`src/rtl/tpu_host_pkg.sv`:
```
// Shared definitions for the TPU host sequencer: pin instruction codes,
// sequencer states and result-buffer geometry.
package tpu_host_pkg;

    localparam logic [2:0] INSTR_NOP     = 3'b000;
    localparam logic [2:0] INSTR_LOAD    = 3'b001;
    localparam logic [2:0] INSTR_COMPUTE = 3'b010;
    localparam logic [2:0] INSTR_READ    = 3'b011;

    localparam int N_RESULTS = 4;
    localparam int RESULT_W  = 16;

    typedef enum logic [2:0] {
        IDLE,
        LOAD,
        START,
        WAIT_DONE,
        CAPTURE,
        DRAIN
    } state_t;

    // Widen a 3-bit instruction code to the 8-bit instruction pin bus.
    function automatic logic [7:0] instr_pins(input logic [2:0] code);
        return {5'b00000, code};
    endfunction

endpackage

```
`src/rtl/tpu_result_buffer.sv`:
```
// Four 16-bit result words, written one byte lane at a time as the TPU
// streams them out, read back by index during the drain phase.
module tpu_result_buffer
    import tpu_host_pkg::*;
(
    input  logic                clk,
    input  logic                wr_en_i,
    input  logic [1:0]          wr_idx_i,
    input  logic                wr_hi_i,
    input  logic [7:0]          wr_byte_i,
    input  logic [1:0]          rd_idx_i,
    output logic [RESULT_W-1:0] rd_data_o
);

    logic [RESULT_W-1:0] mem_q [N_RESULTS];

    // Byte-lane write: low lane first, then high lane of the same word.
    always_ff @(posedge clk) begin
        if (wr_en_i) begin
            if (wr_hi_i) begin
                mem_q[wr_idx_i][15:8] <= wr_byte_i;
            end else begin
                mem_q[wr_idx_i][7:0] <= wr_byte_i;
            end
        end
    end

    assign rd_data_o = mem_q[rd_idx_i];

endmodule

```
`src/rtl/tpu_host_sequencer.sv`:
```
// Host-side master for the TPU pin protocol: streams eight operand bytes
// in as LOAD instructions, pulses COMPUTE, waits for done (with timeout),
// reads the eight result bytes back and hands out four 16-bit results.
module tpu_host_sequencer
    import tpu_host_pkg::*;
#(
    parameter int TIMEOUT_CYC = 64,
    parameter int N_OPERANDS  = 8
) (
    input  logic                clk,
    input  logic                rst,
    input  logic                in_valid,
    input  logic [7:0]          in_data,
    output logic                in_ready,
    output logic                res_valid,
    output logic [RESULT_W-1:0] res_data,
    output logic [1:0]          res_idx,
    input  logic                res_ready,
    output logic                busy,
    output logic                err_timeout,
    output logic [7:0]          tpu_data,
    output logic [7:0]          tpu_instr,
    input  logic [7:0]          tpu_result,
    input  logic                tpu_done
);

    localparam int TMO_W = $clog2(TIMEOUT_CYC + 1);
    localparam int CNT_W = $clog2(N_OPERANDS + 1);

    state_t             state_q, state_d;
    logic [CNT_W-1:0]   cnt_q, cnt_d;
    logic [TMO_W-1:0]   tmo_q, tmo_d;
    logic [3:0]         rd_q, rd_d;
    logic               rd_vld_q, rd_vld_d;
    logic [2:0]         cap_q, cap_d;
    logic [1:0]         idx_q, idx_d;
    logic               in_ready_q, in_ready_d;
    logic               err_q, err_d;
    logic [7:0]         data_q, data_d;
    logic [2:0]         instr_q, instr_d;

    logic                accept;
    logic                buf_we;
    logic [RESULT_W-1:0] buf_rdata;

    assign accept = in_valid && in_ready_q;

    // State and pin registers; reset returns every output to its idle value.
    always_ff @(posedge clk) begin
        if (rst) begin
            state_q    <= IDLE;
            cnt_q      <= '0;
            tmo_q      <= '0;
            rd_q       <= '0;
            rd_vld_q   <= 1'b0;
            cap_q      <= '0;
            idx_q      <= '0;
            in_ready_q <= 1'b0;
            err_q      <= 1'b0;
            data_q     <= '0;
            instr_q    <= INSTR_NOP;
        end else begin
            state_q    <= state_d;
            cnt_q      <= cnt_d;
            tmo_q      <= tmo_d;
            rd_q       <= rd_d;
            rd_vld_q   <= rd_vld_d;
            cap_q      <= cap_d;
            idx_q      <= idx_d;
            in_ready_q <= in_ready_d;
            err_q      <= err_d;
            data_q     <= data_d;
            instr_q    <= instr_d;
        end
    end

    // Next-state and next-pin logic for the job sequence.
    always_comb begin
        state_d  = state_q;
        cnt_d    = cnt_q;
        tmo_d    = tmo_q;
        rd_d     = rd_q;
        cap_d    = cap_q;
        idx_d    = idx_q;
        err_d    = err_q;
        data_d   = data_q;
        instr_d  = INSTR_NOP;
        buf_we   = 1'b0;
        // A result byte appears on tpu_result the cycle after a READ was on the pins.
        rd_vld_d = (instr_q == INSTR_READ);

        case (state_q)
            IDLE: begin
                if (accept) begin
                    instr_d = INSTR_LOAD;
                    data_d  = in_data;
                    cnt_d   = CNT_W'(1);
                    state_d = LOAD;
                end
            end
            LOAD: begin
                if (accept) begin
                    instr_d = INSTR_LOAD;
                    data_d  = in_data;
                    cnt_d   = cnt_q + CNT_W'(1);
                    if (cnt_q == CNT_W'(N_OPERANDS - 1)) begin
                        state_d = START;
                    end
                end
            end
            START: begin
                instr_d = INSTR_COMPUTE;
                tmo_d   = '0;
                state_d = WAIT_DONE;
            end
            WAIT_DONE: begin
                // While COMPUTE is still on the pins, done is stale from the previous job.
                if (tpu_done && (instr_q != INSTR_COMPUTE)) begin
                    instr_d = INSTR_READ;
                    rd_d    = 4'd1;
                    cap_d   = '0;
                    state_d = CAPTURE;
                end else if (tmo_q == TMO_W'(TIMEOUT_CYC - 1)) begin
                    err_d   = 1'b1;
                    state_d = IDLE;
                end else begin
                    tmo_d = tmo_q + TMO_W'(1);
                end
            end
            CAPTURE: begin
                if (rd_q != 4'(2 * N_RESULTS)) begin
                    instr_d = INSTR_READ;
                    rd_d    = rd_q + 4'd1;
                end
                if (rd_vld_q) begin
                    buf_we = 1'b1;
                    cap_d  = cap_q + 3'd1;
                    if (cap_q == 3'(2 * N_RESULTS - 1)) begin
                        idx_d   = '0;
                        state_d = DRAIN;
                    end
                end
            end
            DRAIN: begin
                if (res_ready) begin
                    if (idx_q == 2'(N_RESULTS - 1)) begin
                        idx_d   = '0;
                        state_d = IDLE;
                    end else begin
                        idx_d = idx_q + 2'd1;
                    end
                end
            end
            default: state_d = IDLE;
        endcase

        in_ready_d = (state_d == IDLE) || (state_d == LOAD);
    end

    tpu_result_buffer u_buf (
        .clk       (clk),
        .wr_en_i   (buf_we),
        .wr_idx_i  (cap_q[2:1]),
        .wr_hi_i   (cap_q[0]),
        .wr_byte_i (tpu_result),
        .rd_idx_i  (idx_q),
        .rd_data_o (buf_rdata)
    );

    assign in_ready    = in_ready_q;
    assign res_valid   = (state_q == DRAIN);
    assign res_data    = res_valid ? buf_rdata : '0;
    assign res_idx     = idx_q;
    assign busy        = (state_q != IDLE);
    assign err_timeout = err_q;
    assign tpu_data    = data_q;
    assign tpu_instr   = instr_pins(instr_q);

endmodule

```
`config.mk`:
```
export PLATFORM = sky130hd
export DESIGN_NAME = tpu_host_sequencer
export DESIGN_NICKNAME = d
export VERILOG_FILES = /design/src/rtl/tpu_host_pkg.sv /design/src/rtl/tpu_result_buffer.sv /design/src/rtl/tpu_host_sequencer.sv
export SDC_FILE = /design/constraint.sdc
export NUM_CORES = 1
export LEC_CHECK = 0
export BUFFER_PORTS_ARGS = -buffer_cell sky130_fd_sc_hd__buf_2
export CAP_MARGIN = 15
export CORE_AREA = 4 4 124 126
export CTS_CLUSTER_DIAMETER = 100
export DETAILED_ROUTE_END_ITERATION = 7
export DIE_AREA = 0 0 128 130
export GPL_TIMING_DRIVEN = 0
export PLACE_DENSITY = 0.52
export SLEW_MARGIN = 20
export SYNTH_ARGS = -nofsm -noshare
export SYNTH_HDL_FRONTEND = slang
export SYNTH_SLANG_ARGS = --single-unit
```
`constraint.sdc`:
```
create_clock -name clk -period 1.8 [get_ports clk]
set_input_delay 0.36 -clock clk [delete_from_list [all_inputs] [get_ports clk]]
set_output_delay 0.36 -clock clk [all_outputs]
set_load 0.01 [all_outputs]
```
# After elaboration in Yosys (flattened, before gate mapping)

Memories as Yosys holds them, arrays and structs flattened. A register that Yosys moved wholly into a read port is not among the register bits.
Index checks and enable logic that the tools add are counted.

Flip-flop bits (word level): 37
Memory bits (writable): 64
Input bits: 21
Output and inout bits: 38
Logic and storage cells: 100
Memories: 1

$add $sub $neg: 5
Equality and inequality tests: 22
Mux-type cells: 42
Bitwise logic cells: 1
Reduce and logical (&&, ||, !) cells: 18

Memory list:

| name        | words | bits a word | read ports | clocked after memory_dff | write ports | line                    | text |
|---|---|---|---|---|---|---|---|
| u_buf.mem_q | 4     | 16          | 1          | 1                        | 1           | tpu_result_buffer.sv:15 | `logic [RESULT_W-1:0] mem_q [N_RESULTS];` |

Operators by type and width:

| cell                                                                  | number |
|---|---|
| 3-bit 2-to-1 mux                                                      | 11 |
| 3-bit one-hot mux with 6 select lines                                 | 1 |
| 16-bit 2-to-1 mux                                                     | 1 |
| 2-bit 2-to-1 mux                                                      | 8 |
| 4-bit 2-to-1 mux                                                      | 4 |
| 2-bit inequality test, second input constant                          | 8 |
| 4-bit one-hot mux with 2 select lines                                 | 2 |
| 3-bit AND reduction                                                   | 5 |
| 7-bit 2-to-1 mux                                                      | 2 |
| 7-bit one-hot mux with 2 select lines                                 | 1 |
| 3-bit by 2-bit equality test with 1-bit output, second input constant | 3 |
| 3-bit equality test, second input constant                            | 3 |
| 1-bit 2-to-1 mux                                                      | 9 |
| 4-bit by 1-bit adder with 4-bit output, second input constant         | 2 |
| 2-bit one-hot mux with 4 select lines                                 | 1 |
| 2-bit nonzero test                                                    | 4 |
| 7-bit by 1-bit adder with 7-bit output, second input constant         | 1 |
| 7-bit by 6-bit equality test with 1-bit output, second input constant | 1 |
| 3-bit by 1-bit equality test with 1-bit output, second input constant | 2 |
| 3-bit logical NOT                                                     | 2 |
| 3-bit one-hot mux with 2 select lines                                 | 1 |
| 4-bit by 3-bit equality test with 1-bit output, second input constant | 1 |
| 4-bit inequality test, second input constant                          | 1 |
| 2-bit one-hot mux with 2 select lines                                 | 1 |
| 12 further kinds                                                      | 13 |

# Longest topological paths before layout

Depth after elaboration: 6
Mapped depth: 6
Mapped depth without buffers: 6

# By module

Synthesis repeated with hierarchy kept, for this count alone.

Cells, all modules: 316
Area total of the unflattened synthesis: 4299.1 µm²

By module, submodules not included:

| module             | instances | cells each | area each (µm²) |
|---|---|---|---|
| tpu_result_buffer  | 1         | 92         | 2423.6 |
| tpu_host_sequencer | 1         | 224        | 1875.5 |

# Worst setup path after synthesis

No wires, ideal clock.

Kind: reg-to-reg
Start: register state_q[1]
End: memory u_buf.mem_q[0][0] (enable)
Setup time: 0.383 ns
Arrival: 1.623 ns
Data required time: 1.417 ns
Slack: -0.206 ns
Cell stages (with the launch flop): 6
Clock period less this slack: 2.006 ns
Cells stage by stage: dfxtp_1 buf_6 nor3b_4 and2_1 nand2b_1 nor3_1

Cells in the longest elaborated chain, start to end: 4

RTL lines:

| what                                   | line                     | text |
|---|---|---|
| from (decl)                            | tpu_host_sequencer.sv:30 | `state_t state_q, state_d;` |
| from (signal assigned)                 | tpu_host_sequencer.sv:63 | `state_q <= state_d;` |
| 3-bit equality test                    | tpu_host_sequencer.sv:92 | `case (state_q)` |
| 1-bit 2-to-1 mux                       | tpu_host_sequencer.sv:92 |  |
| 1-bit 2-to-1 mux                       | tpu_result_buffer.sv:19  | `if (wr_en_i) begin` |
| 1-bit 2-to-1 mux (not written as such) | tpu_result_buffer.sv:23  | `mem_q[wr_idx_i][7:0] <= wr_byte_i;` |
| to (decl)                              | tpu_result_buffer.sv:15  |  |

No other way between the ends.

==> qor.yml <==
status: "complete, but fails checks"
violations: "setup timing"
r2r_end: "tmo_q[5]"
yosysSeqAreaShare_pct: 63.30
arrival_ps: 1730
ioPinCount: 59
period_minus_slack_ps: 2086
portBuffers: 51
finalWorstSetupSlack_ps: -285.5
cts_max_level: 3
required_ps: 1440
swShare_pct: 21.47
pwr-share-clk_pct: 42.9
min_path_cells: 3
combPwrFrac_pct: 3.2
synth_warnings: 0
wl_per_cell_um: 15.27
grt_use_total_pct: 11.14
min_from: "in_data[5]"
die_y_um: 130
min_to: "tpu_data[5]"
dp_hpwl_mm: 5.897
grt_pass1_vias: 2772
vias: 2776
synth_top_area_cell: "edfxtp_1"
viasPerCell: 4.681
cp_max_fo: 5
wl_met3_um: 729
skew_ps: 6.867
path_clk_slew_ps: 70
ys_ff_latch: 102
dieWidth_um: 128
place_congestion: 0.7302
irDropWorstVdd_mv: 0.5631
synth_cell_type_count: 46
postPlaceCellArea_um2: 4752
syn_avg_cell_area_um2: 13.33
place_ws_ps: -493.8
clock-root-buffer: "clkbuf_16"
yosys.cell_count.top_type: "edfxtp_1"
max_slew_margin_pct: 61.40
cts_tree: "yes"
synth_cells: 318
cts_buffer_depth: 2
drive_gt1_share_pct: 35.94
fmax_mhz: 479.5
antenna_cells: 0
core-area_um2: 14310
yosys_most_used_dff: "edfxtp_1"
dr.pass1.iters: 4
worst_hold_path_type: "input pin to flip-flop"
intPower_uw: 3644
start_util_pct: 29.61
drtIter0Drc: 124
met1_length_mm: 3.967
rsz0062_at_grt: "yes"
regToRegSetupSlack_ps: 80
synthTopCellsByArea: "edfxtp_1 45%, dfxtp_1 18%, mux4_2 8.5%, a21oi_1 3.1%, nand2_1 3.0%"
synth_area_um2: 4238
drtAntennaViolNets: 0
drt-total-wl_mm: 9.054
clock_sinks: 102
synth_top_area_share_pct: 45.35
cap_violations: 0
p_leak_uw: 0.002000
cts_made_buffers: 9
holdWs_ps: 248.7
power_uw: 4640
critical_path_class: "flip-flop to output port"
finalCritPeriodShare_pct: 115.9
finalSetupTns_ps: -4026
postCtsHoldBufs: 0
antenna_found_initial: 0
powerDensity_nw_per_um2: 842.0
drv_slew: 0
hold_viol_final: 0
drc_errors: 0
setup_violations: 16
reg2reg_from: "tmo_q[0]"
dieArea_um2: 16640
r2r_cells: 5
num_rows: 44
synthArstFlopShare_pct: 0
clkLatencyLatePin_ps: 350
layout.nets: 432
setup.worst_path.end_class: "output port"
grt_max_degree: 19
synth_enable_flop_cells: 64
syn_to_final_growth_pct: 30.03
worst_slew_pin_slew_ps: 579.0
synth_common_cells: "64 x edfxtp_1, 38 x dfxtp_1, 34 x nand2_1, 26 x a21oi_1, 18 x nor2b_1"
power.net_switching_uw: 996.1
seqPwrFrac_pct: 53.8
routed.top_layer: "met4"
overflow: 0
finalInstanceArea_um2: 5510
grt_pass1_wl_mm: 14.21
met2_length_mm: 4.250
crit_path_start_kind: "flip-flop"
through the flow:
stage               instances  utilization [%]
finish                    593            38.50
global route              593            38.50
global placement          558            33.20
floorplan                 323                -
detailed placement        558            33.20
CTS                       590            37.69
critical path, stage by stage (launching register included):
cell	delay, ps
dfxtp_2	330
buf_8	130
clkbuf_16	150
mux4_2	490
nor2b_1	140
buf_2	130
sequential cells by signal, summed over array words and instances, names as in the netlist, 3 cells and up, named ones only:
| register | count |
|---|---|
| u_buf.mem_q | 64 |
| tpu_data | 8 |
| tmo_q | 7 |
| cnt_q | 4 |
| rd_q | 4 |
| cap_q | 3 |
| state_q | 3 |
worst max-delay path by stage:
| stage | start | to | slack, ps | depth (start not counted) |
|---|---|---|---|---|
| finish | flip-flop | res_data[6] | -290 | 5 |
| global route | flip-flop | res_data[11] | -350 | 5 |
| CTS | flip-flop | res_data[7] | -340 | 5 |
| detailed placement | state_q[1] | u_buf.mem_q[3][10] | -490 | 5 |
| global placement | state_q[1] | u_buf.mem_q[2][10] | -440 | 5 |
| floorplan | state_q[1] | u_buf.mem_q[2][0] | 7 | 5 |
timing repair:
item | in CTS | in global routing
hold endpoints to repair | 0 | 0
buffers inserted | 17 | 2
cloned | 0 | 1
endpoints found under the setup margin | 84 | 31
gates resized for setup | 40 | 20
pin swaps | 9 | 1
power by group through the flow:
stage / registers (µW) / clock network, µW / logic [µW]
after global placement: 2550 / 0 / 142
after CTS: 2500 / 2040 / 150
final: 2500 / 1990 / 150
after detailed placement: 2550 / 0 / 146
after floorplan: 2560 / 0 / 70.1
after global routing: 2500 / 2150 / 168
cell type report:
type	count	area, µm²
buffer	19	170.2
clock buffer	9	225.2
clock inverter	7	78.83
fill	1374	8803
inverter	6	22.52
multi-input combinational	195	1577
sequential	102	2690
tap	184	230.2
timing repair buffer	71	516.7
cells by family (layout without fill, tap and decap cells):
group,count (synthesis),count (layout),synth area share [%]
AO/OA/AOI/OAI,46,46,6.555
flip-flops,102,102,63.30
multiplexers,17,17,8.739
XOR/XNOR,1,1,0.2067
adder cells (fa/ha/maj),7,7,2.067
AND/OR/NAND/NOR,118,118,15.53
other,1,6,0.08849
buffers and inverters,26,112,3.513
layer usage:
layer	vias to the layer above	GRT usage, %
met5	-	0
met4	0	3.371
met3	11	4.707
met2	75	17.90
met1	1350	13.76
li1	1340	-
layout by cell type, fill, tap and decap left out, types with 4 or more instances in the layout:
master	netlist	final
nor3_1	6	4
buf_4	7	21
and3b_1	4	4
buf_12	0	6
nand2_1	34	33
mux4_2	16	16
ha_1	7	6
dfxtp_1	38	34
a21oi_1	26	25
nor2b_4	0	6
or3_1	6	6
nand3_1	11	11
inv_1	6	6
buf_6	3	8
conb_1	1	6
nor2_4	0	6
clkbuf_16	0	10
edfxtp_1	64	64
nor2b_1	18	12
buf_2	2	46
o21ai_0	6	5
clkbuf_1	8	5
nor2_1	16	10
Note: power is estimated with default switching activity, not from simulation.
